**config.mk**
```make
export PLATFORM = sky130hd
export DESIGN_NAME = signed_serial_subtractor
export DESIGN_NICKNAME = d
export VERILOG_FILES = /design/src/rtl/signed_serial_subtractor.sv
export SDC_FILE = /design/constraint.sdc
export NUM_CORES = 1
export LEC_CHECK = 0
export CAP_MARGIN = 10
export CORE_ASPECT_RATIO = 1.2
export CORE_MARGIN = 1.5
export CORE_UTILIZATION = 45
export CTS_CLUSTER_SIZE = 20
export DETAILED_ROUTE_END_ITERATION = 12
export MAX_ROUTING_LAYER = met4
export PLACE_DENSITY = 0.75
export REMOVE_ABC_BUFFERS = 1
export SYNTH_ARGS = -nofsm -noshare
export SYNTH_HDL_FRONTEND = slang
export SYNTH_SLANG_ARGS = --single-unit
```
**constraint.sdc**
```tcl
create_clock -name clk -period 1.71 [get_ports clk]
set_input_delay 0.2565 -clock clk [delete_from_list [all_inputs] [get_ports clk]]
set_output_delay 0.2565 -clock clk [all_outputs]
set_load 0.01 [all_outputs]
```
**src/rtl/signed_serial_subtractor.sv**
```systemverilog
// Bit-serial signed subtractor: exact SIZE+1-bit a - b, one bit per clock, LSB first.
// Optional add/subtract select via macro SIGNED_SERIAL_SUB_ADD_MODE_EN (adds port op).
module signed_serial_subtractor #(
  parameter int SIZE = 8
) (
  input  logic            clk,
  input  logic            reset,
  input  logic            start,
  input  logic [SIZE-1:0] a,
  input  logic [SIZE-1:0] b,
`ifdef SIGNED_SERIAL_SUB_ADD_MODE_EN
  input  logic            op,
`endif
  output logic            busy,
  output logic            done,
  output logic [SIZE:0]   result,
  output logic            overflow
);

  localparam int CW = $clog2(SIZE + 1);

  typedef enum logic [1:0] {IDLE, RUN, DONE} state_t;

  state_t            state_q;
  logic [CW-1:0]     cnt_q;
  logic [SIZE:0]     a_sr_q, b_sr_q;
  logic [SIZE-1:0]   res_sr_q;
  logic              carry_q;
  logic              busy_q, done_q, ovf_q;
  logic [SIZE:0]     result_q;
  logic              add_q;

  logic              start_add;
  logic              b_bit, sum_d, carry_d;

`ifdef SIGNED_SERIAL_SUB_ADD_MODE_EN
  assign start_add = op;
`else
  assign start_add = 1'b0;
`endif

  // Subtraction is a + ~b + 1: invert b and seed the carry with 1.
  always_comb begin
    b_bit   = add_q ? b_sr_q[0] : ~b_sr_q[0];
    sum_d   = a_sr_q[0] ^ b_bit ^ carry_q;
    carry_d = (a_sr_q[0] & b_bit) | (a_sr_q[0] & carry_q) | (b_bit & carry_q);
  end

  always_ff @(posedge clk) begin
    if (reset) begin
      state_q  <= IDLE;
      cnt_q    <= '0;
      a_sr_q   <= '0;
      b_sr_q   <= '0;
      res_sr_q <= '0;
      carry_q  <= 1'b0;
      add_q    <= 1'b0;
      busy_q   <= 1'b0;
      done_q   <= 1'b0;
      ovf_q    <= 1'b0;
      result_q <= '0;
    end else begin
      case (state_q)
        RUN: begin
          a_sr_q   <= a_sr_q >> 1;
          b_sr_q   <= b_sr_q >> 1;
          res_sr_q <= {sum_d, res_sr_q[SIZE-1:1]};
          carry_q  <= carry_d;
          cnt_q    <= cnt_q + CW'(1);
          if (cnt_q == CW'(SIZE)) begin
            // res_sr_q already holds bits SIZE-1..0; sum_d is the sign bit.
            state_q  <= DONE;
            busy_q   <= 1'b0;
            done_q   <= 1'b1;
            result_q <= {sum_d, res_sr_q};
            ovf_q    <= sum_d ^ res_sr_q[SIZE-1];
          end
        end
        default: begin
          done_q <= 1'b0;
          if (start) begin
            state_q <= RUN;
            busy_q  <= 1'b1;
            a_sr_q  <= {a[SIZE-1], a};
            b_sr_q  <= {b[SIZE-1], b};
            carry_q <= ~start_add;
            add_q   <= start_add;
            cnt_q   <= '0;
          end else begin
            state_q <= IDLE;
          end
        end
      endcase
    end
  end

  assign busy     = busy_q;
  assign done     = done_q;
  assign result   = result_q;
  assign overflow = ovf_q;

endmodule

```
# --- After elaboration in Yosys (flattened, before gate mapping) ---
# Cells that the tools add are included.
# W data, S select, Z words.
op_classes:
  n_eq_ne: 3
  n_lt_le_gt_ge: 0
  shift: 0
  multipliers: 0
  n_mux: 13
  bitwise: 10
  addsub: 1
  div: 0
  reduce_logical: 5
ops:
  columns: ["cell", "n"]
  rows:
  - ["$mux W8", 4]
  - ["$mux W4", 2]
  - ["$mux W1", 5]
  - ["$add A4 B1 Y4 const B", 1]
  - ["$eq A4 B4 Y1 const B", 1]
  - ["$mux W2", 2]
  - ["$reduce_and A2 Y1", 2]
  - ["$reduce_or A2 Y1", 2]
  - ["$and A1 B1 Y1", 3]
  - ["$xor A1 B1 Y1", 3]
  - ["$eq A2 B1 Y1 const B", 1]
  - ["$ne A2 B2 Y1 const B", 1]
  - ["$not A1 Y1", 2]
  - ["$or A1 B1 Y1", 2]
  - ["$reduce_bool A2 Y1", 1]
totals:
  latchBits: 0
  regBits: 45
  in_bits: 19
  elab_cells: 44
  romBits: 0
  n_memories: 0
  out_inout_bits: 12
  ram_bits: 0

# --- Longest topological paths before layout ---
# Gate-level depths: netlist (run 1).
logic_depth:
  ltp_word: 5
  depth_mapped: 6
  depth_no_buf: 5

# --- Worst setup path after synthesis (run 1) ---
# OpenSTA, ideal clock, no wires.
synth_timing:
  path_type: "flip-flop to flip-flop"
  from: "register a_sr_q[0]"
  to: "register ovf_q (netlist: overflow)"
  arrival_ps: 1170
  synth_period_minus_slack_ps: 1287
  setup_time_ps: 117
  path_slack_ps: 423
  path_buffers: 0
  required_time_ps: 1593
  stages_incl_launch_ff: 5
  path_cell_list: "dfxtp_1 > inv_1 > fa_1 > xnor2_1 > a22o_1"
synth_between:
  elab_chain_cells: 3
synth_lines:
  columns: ["item", "line", "rtl"]
  rows:
  - ["start, declared", "26", "logic [SIZE:0] a_sr_q, b_sr_q;"]
  - ["start signal, assigned", "65", "a_sr_q <= a_sr_q >> 1;"]
  - ["start signal, assigned", "84", "a_sr_q <= {a[SIZE-1], a};"]
  - ["$xor A1 B1 Y1 (2 in a row)", "45", "sum_d = a_sr_q[0] ^ b_bit ^ carry_q;"]
  - ["$xor A1 B1 Y1", "76", "ovf_q <= sum_d ^ res_sr_q[SIZE-1];"]
  - ["end signal, assigned", "76", null]
  - ["end, declared", "29", "logic busy_q, done_q, ovf_q;"]
# Every way passes these cells.
# A chain may end at the register's enable or synchronous reset.

# --- Final worst setup path (run 1) ---
layout_timing:
  from: "register cnt_q[0]"
  to: "register state_q[0]"
layout_between:
  elab_chain_cells: 2
layout_lines:
  columns: ["item", "line", "rtl"]
  rows:
  - ["start, declared", "25", "logic [CW-1:0] cnt_q;"]
  - ["start signal, assigned", "69", "cnt_q <= cnt_q + CW'(1);"]
  - ["$eq A4 B4 Y1", "70", "if (cnt_q == CW'(SIZE)) begin"]
  - ["$ne A2 B2 Y1 (no line)", null, null]
  - ["end signal, assigned", "72", "state_q <= DONE;"]
  - ["end signal, assigned", "82", "state_q <= RUN;"]
  - ["end signal, assigned", "90", "state_q <= IDLE;"]
  - ["end, declared", "24", "state_t state_q;"]
# Every way passes these cells.

==> results.sh, run 1 <==
export IMPL_ir_drop_mv=0.4792
export IMPL_finalCritPeriodShare=0.8523
export IMPL_power_density_nw_per_um2=1009
export IMPL_critPathLaunchType="flop"
export IMPL_finalHoldViolations=0
export IMPL_numCtsBuffers=5
export IMPL_nets=234
export IMPL_synth_mux_area_frac=0.1065
export IMPL_slowest_stage="o31a_1"
export IMPL_finish_utilization=0.5890
export IMPL_n_antenna_cell=0
export IMPL_ys_warn_count=0
export IMPL_synthSimpleGateAreaFrac=0.1155
export IMPL_cts_setup_buffers=0
export IMPL_status="complete, no violations"
export IMPL_clk_pin_slew_ns=0.08
export IMPL_drtIter0Drc=62
export IMPL_wl_per_cell_um=12.27
export IMPL_yosysSeqAreaShare=0.5010
export IMPL_hold_class="reg -> reg"
export IMPL_timing_final_ws_setup_ns=0.2525
export IMPL_start_util=0.4635
export IMPL_io_pins=31
export IMPL_synth_compound_area_frac=0.1816
export IMPL_cts_root_buf="clkbuf_8"
export IMPL_antenna_left=0
export IMPL_multi_input_area_um2=779.5
export IMPL_grt_util_all_layers=0.1699
export IMPL_die_y_um=72.24
export IMPL_nFillCells=362
export IMPL_crit_family="compound AO/OA/AOI/OAI gates"
export IMPL_seqCellArea_um2=900.9
export IMPL_report_final_slew_viol_count=0
export IMPL_antenna_found_initial=0
export IMPL_die_w_um=60.70
export IMPL_placementRows=25
export IMPL_finalCriticalPeriod_ns=1.457
export IMPL_ys_ff_latch=45
export IMPL_worstPathRequired_ns=1.95
export IMPL_synth_cell_types=29
export IMPL_clock_skew_ns=0.005663
export IMPL_detail_route_first_pass_iterations=4
export IMPL_gp_congestion=0.7451
export IMPL_drv_cap=0
export IMPL_grt_overflow=0
export IMPL_crit_fanout=12
export IMPL_synthAdderAreaFrac=0.02505
export IMPL_grt_pass1_vias=1280
export IMPL_fp_coreArea_um2=3879
export IMPL_max_freq_ghz=0.6861
export IMPL_clockBufferDepth=2
export IMPL_grt_max_degree=30
export IMPL_cts_tree="yes"
export IMPL_crit_buf_inv=1
export IMPL_drc_errors=0
export IMPL_finalSetupViolCount=0
export IMPL_slew_headroom=0.6873
export IMPL_area_growth_pct=27.07
export IMPL_critPathArrivalTime_ns=1.69
export IMPL_syn_inst=182
export IMPL_io_buffers=30
export IMPL_post_drt_via_cell_ratio=5.086
export IMPL_vias=1358
export IMPL_synth_area_um2=1798
export IMPL_die_area_um2=4385
export IMPL_critPathCaptureType="flop"
export IMPL_htree_levels=2
export IMPL_dp_hpwl_um=2248
export IMPL_rsz0062_at_grt="false"
export IMPL_cellLeakagePower_nw=0.8936
export IMPL_cp_slowest_stage_delay_ns=0.43
export IMPL_drive_gt1_frac=0.09390
export IMPL_grt_first_pass_wirelength_um=5444
export IMPL_worstMarginPinSlew_ns=0.4690
export IMPL_insertion_delay_ns=0.30
export IMPL_cts_sinks=45
export IMPL_finalSetupTns_ns=0
export IMPL_cts_hold_buf=0
export IMPL_synthXorXnorAreaFrac=0.004871
export IMPL_synth_area_per_cell_um2=9.879
export IMPL_dp_slack_ns=0.1568
export IMPL_timing_worst_setup_path_type="reg -> reg"
export IMPL_cts_resized=0
export IMPL_cp_cell_sequence="inv_1 > ha_1 > nand2b_1 > o31a_1 > a21boi_0"
export IMPL_synth_top_family_by_area="compound AO/OA/AOI/OAI gates"
export IMPL_routed_wl_um=3275
[cell usage in the layout (no fill, tap or decap), types with 2 or more instances in the layout]
cell | synthesis | layout
nor2_1 | 15 | 15
mux2i_1 | 18 | 18
a22o_1 | 10 | 10
clkdlybuf4s50_1 | 0 | 30
nand3_1 | 5 | 5
a211oi_1 | 16 | 16
nor3_1 | 3 | 3
dfxtp_1 | 45 | 45
bufinv_16 | 0 | 2
buf_4 | 3 | 7
inv_1 | 8 | 8
o21ai_0 | 2 | 2
nand2_1 | 16 | 16
a21oi_1 | 13 | 13
nor2b_1 | 2 | 2
clkbuf_8 | 0 | 5
ha_1 | 2 | 2
[cell families after synthesis]
| logic type | count (synthesis) |
|---|---|
| AOI/OAI and AO/OA | 46 |
| xor gates and xnor gates | 1 |
| adders and majority gates | 3 |
| buffers and inverters | 23 |
| DFF | 45 |
| muxes | 19 |
| and+or+nand+nor | 45 |
[where the power goes]
part | total, W | switching (W) | internal (W)
combinational | 0.000243 | 0.000120 | 0.000123
sequential | 0.00112 | 0.0000286 | 0.00110
clock | 0.000938 | 0.000357 | 0.000580
total | 0.00231 | 0.000506 | 0.00180
[routing by layer]
metal | wire (um) | vias to the layer above | part of all wire | track usage
li1 | - | 692 | - | -
met5 | 0 | - | 0 | -
met3 | 123 | 7 | 0.038 | 0.05348
met1 | 1500 | 635 | 0.46 | 0.1879
met2 | 1585 | 24 | 0.48 | 0.2772
met4 | 65 | 0 | 0.020 | 0.07246
[worst min-delay path, cell delays in order (launching register included)]
cell	delay [ns]
dfxtp_1	0.32
nand2_1	0.05
a21oi_1	0.05
[state kept, by name, indices dropped and copies added, names as in the netlist]
signal,flops
res_sr_q,8
state_q,2
done,1
overflow,1
b_sr_q,9
cnt_q,4
a_sr_q,9
busy,1
result,9
carry_q,1
[final timing paths]
check | from | endpoint | slack (ns) | cells past startpoint
max | cnt_q[0]$_SDFFE_PP0P_ | state_q[0]$_SDFFE_PP0P_ | 0.25 | 5
min | res_sr_q[0]$_SDFFE_PP0P_ | res_sr_q[0]$_SDFFE_PP0P_ | 0.46 | 2
max reg2reg | cnt_q[0]$_SDFFE_PP0P_ | state_q[0]$_SDFFE_PP0P_ | 0.25 | 5
min reg2reg | res_sr_q[0]$_SDFFE_PP0P_ | res_sr_q[0]$_SDFFE_PP0P_ | 0.46 | 2
[cell usage after synthesis, drive strengths merged]
cell type	n	area share
nor4	1	0.0070
xnor2	1	0.0049
a31oi	1	0.0035
dfxtp	45	0.50
buf	9	0.036
nor3	3	0.0083
a21oi	13	0.036
nand3	5	0.014
nor2	15	0.031
or3	1	0.0035
inv	8	0.017
ha	2	0.014
nand2b	2	0.011
nand2	16	0.033
a31o	1	0.0049
mux2i	18	0.10
a21boi	1	0.0042
o31a	1	0.0049
nor2b	2	0.0070
a22o	10	0.049
fa	1	0.011
clkbuf	6	0.013
mux2	1	0.0063
a211oi	17	0.074
o21ai	2	0.0056
[stage by stage]
stage,power (W),cell area (um2),hold slack (ns),cells
after global placement,0.001389,2151,0.4438,259
after CTS,0.002330,2285,0.4610,267
after global routing,0.002411,2285,0.4804,267
after detailed placement,0.001396,2151,0.4485,259
after floorplan,0.001275,1710,0.3211,167
final,0.002305,2285,0.4589,267
[cell type report]
class | count | area share
Clock buffer | 5 | 0.03012
Inverter | 8 | 0.01314
Sequential cell | 45 | 0.3943
Multi-Input combinational cell | 114 | 0.3412
Tap cell | 54 | 0.02957
Clock inverter | 3 | 0.02848
Timing Repair Buffer | 38 | 0.1632
Note: power is estimated with default switching activity, not from simulation.
==> run 2: changes to the inputs <==
- GPL_ROUTABILITY_DRIVEN: unset -> 0
==> results of run 2 <==
Final layout, timing and power as in run 1 (identical DEF).
==> run 3: changes to the inputs <==
- CORE_UTILIZATION: 45 -> 26
- PLACE_DENSITY: 0.75 -> 0.5
- SLEW_MARGIN: unset -> 20
- clock period: 1.71 -> 1.7 ns (I/O delays scaled with it)
==> results.sh, run 3 (synthesis results as in run 1) <==
export IMPL_antenna_found_initial=0
export IMPL_drv_cap=0
export IMPL_fp_coreArea_um2=6771
export IMPL_layout_commonest_cell="dfxtp_1"
export IMPL_critPathArrivalTime_ns=1.17
export IMPL_critPathLaunchType="flop"
export IMPL_drive_gt1_frac=0.09767
export IMPL_power_density_nw_per_um2=953.3
export IMPL_finalSetupViolCount=0
export IMPL_total_power_w=0.002215
export IMPL_clk_pin_slew_ns=0.08
export IMPL_drc_errors=0
export IMPL_report_final_slew_viol_count=0
export IMPL_cts_sinks=45
export IMPL_ir_drop_mv=0.4744
export IMPL_start_util=0.2655
export IMPL_crit_family="buffers and inverters"
export IMPL_post_drt_via_cell_ratio=4.407
export IMPL_cp_slowest_stage_delay_ns=0.53
export IMPL_worstMarginPinSlew_ns=0.3838
export IMPL_clockBufferDepth=2
export IMPL_finalCritPeriodShare=0.8408
export IMPL_grt_util_all_layers=0.1049
export IMPL_timing_worst_setup_path_type="reg -> out"
export IMPL_cellLeakagePower_nw=0.8935
export IMPL_cp_cell_sequence="clkdlybuf4s50_1"
export IMPL_grt_overflow=0
export IMPL_grt_max_degree=31
export IMPL_wl_per_cell_um=11.69
export IMPL_n_antenna_cell=0
export IMPL_slowest_stage="clkdlybuf4s50_1"
export IMPL_vias=1331
export IMPL_die_area_um2=7425
export IMPL_die_y_um=94.10
export IMPL_hold_class="reg -> reg"
export IMPL_finish_utilization=0.3431
export IMPL_critPathCaptureType="output port"
export IMPL_slew_headroom=0.7433
export IMPL_dp_slack_ns=0.1018
export IMPL_finalCriticalPeriod_ns=1.429
export IMPL_die_w_um=78.91
export IMPL_crit_fanout=2
export IMPL_layout_cells_non_filler=302
export IMPL_cts_setup_buffers=0
export IMPL_crit_buf_inv=1
export IMPL_nets=236
export IMPL_grt_first_pass_wirelength_um=5899
export IMPL_antenna_left=0
export IMPL_clock_skew_ns=0.005969
export IMPL_detail_route_first_pass_iterations=4
export IMPL_max_freq_ghz=0.6996
export IMPL_dp_hpwl_um=2378
export IMPL_cts_hold_buf=0
export IMPL_io_buffers=30
export IMPL_rsz0062_at_grt="false"
export IMPL_area_growth_pct=29.23
export IMPL_status="complete, no violations"
export IMPL_cts_tree="yes"
export IMPL_drtIter0Drc=64
export IMPL_grt_pass1_vias=1268
export IMPL_finalHoldViolations=0
export IMPL_insertion_delay_ns=0.29
export IMPL_io_pins=31
export IMPL_cts_resized=0
export IMPL_routed_wl_um=3530
export IMPL_htree_levels=2
export IMPL_numCtsBuffers=5
export IMPL_final_cell_mix="45 x dfxtp_1, 30 x clkdlybuf4s50_1, 18 x mux2i_1"
export IMPL_timing_final_ws_setup_ns=0.2706
export IMPL_placementRows=33
export IMPL_worstPathRequired_ns=1.44
export IMPL_cts_root_buf="clkbuf_8"
export IMPL_dp_cells=294
run 3: cell type report:
class                      instances  area, um2
inverter                           8      30.03
fill                             733       4448
clock buffer                       7      86.33
tap                               87      108.9
timing repair buffer              40      387.9
multi-input combinational        114      779.5
sequential                        45      900.9
clock inverter                     1      30.03
run 3: metrics by stage:
| step | TNS, ns | hold WS, ns | area (um2) |
|---|---|---|---|
| global placement | 0 | 0.4452 | 2207 |
| global route | 0 | 0.4856 | 2323 |
| finish | 0 | 0.4680 | 2323 |
| CTS | 0 | 0.4691 | 2323 |
| detailed placement | 0 | 0.4569 | 2207 |
| floorplan | -0.02017 | 0.3196 | 1710 |
run 3: worst paths after layout:
check	from	endpoint	slack (ns)	cells after the start
setup / recovery	done$_SDFFE_PP0N_	done	0.27	1
hold / removal	res_sr_q[0]$_SDFFE_PP0P_	res_sr_q[0]$_SDFFE_PP0P_	0.47	2
setup reg to reg	cnt_q[0]$_SDFFE_PP0P_	overflow$_SDFFE_PP0P_	0.28	6
hold reg to reg	res_sr_q[0]$_SDFFE_PP0P_	res_sr_q[0]$_SDFFE_PP0P_	0.47	2
run 3: power by group:
| group | switching, W | total [W] | internal [W] |
|---|---|---|---|
| clock | 0.000356 | 0.000835 | 0.000479 |
| sequential | 0.0000283 | 0.00113 | 0.00110 |
| combinational | 0.000122 | 0.000249 | 0.000127 |
run 3: layer usage:
layer	global-route usage	vias to the layer above	share of wire
met5	-	-	0
met4	0.03070	0	0.0071
met3	0.02913	2	0.038
met2	0.1616	24	0.45
met1	0.1345	605	0.50
li1	-	700	-
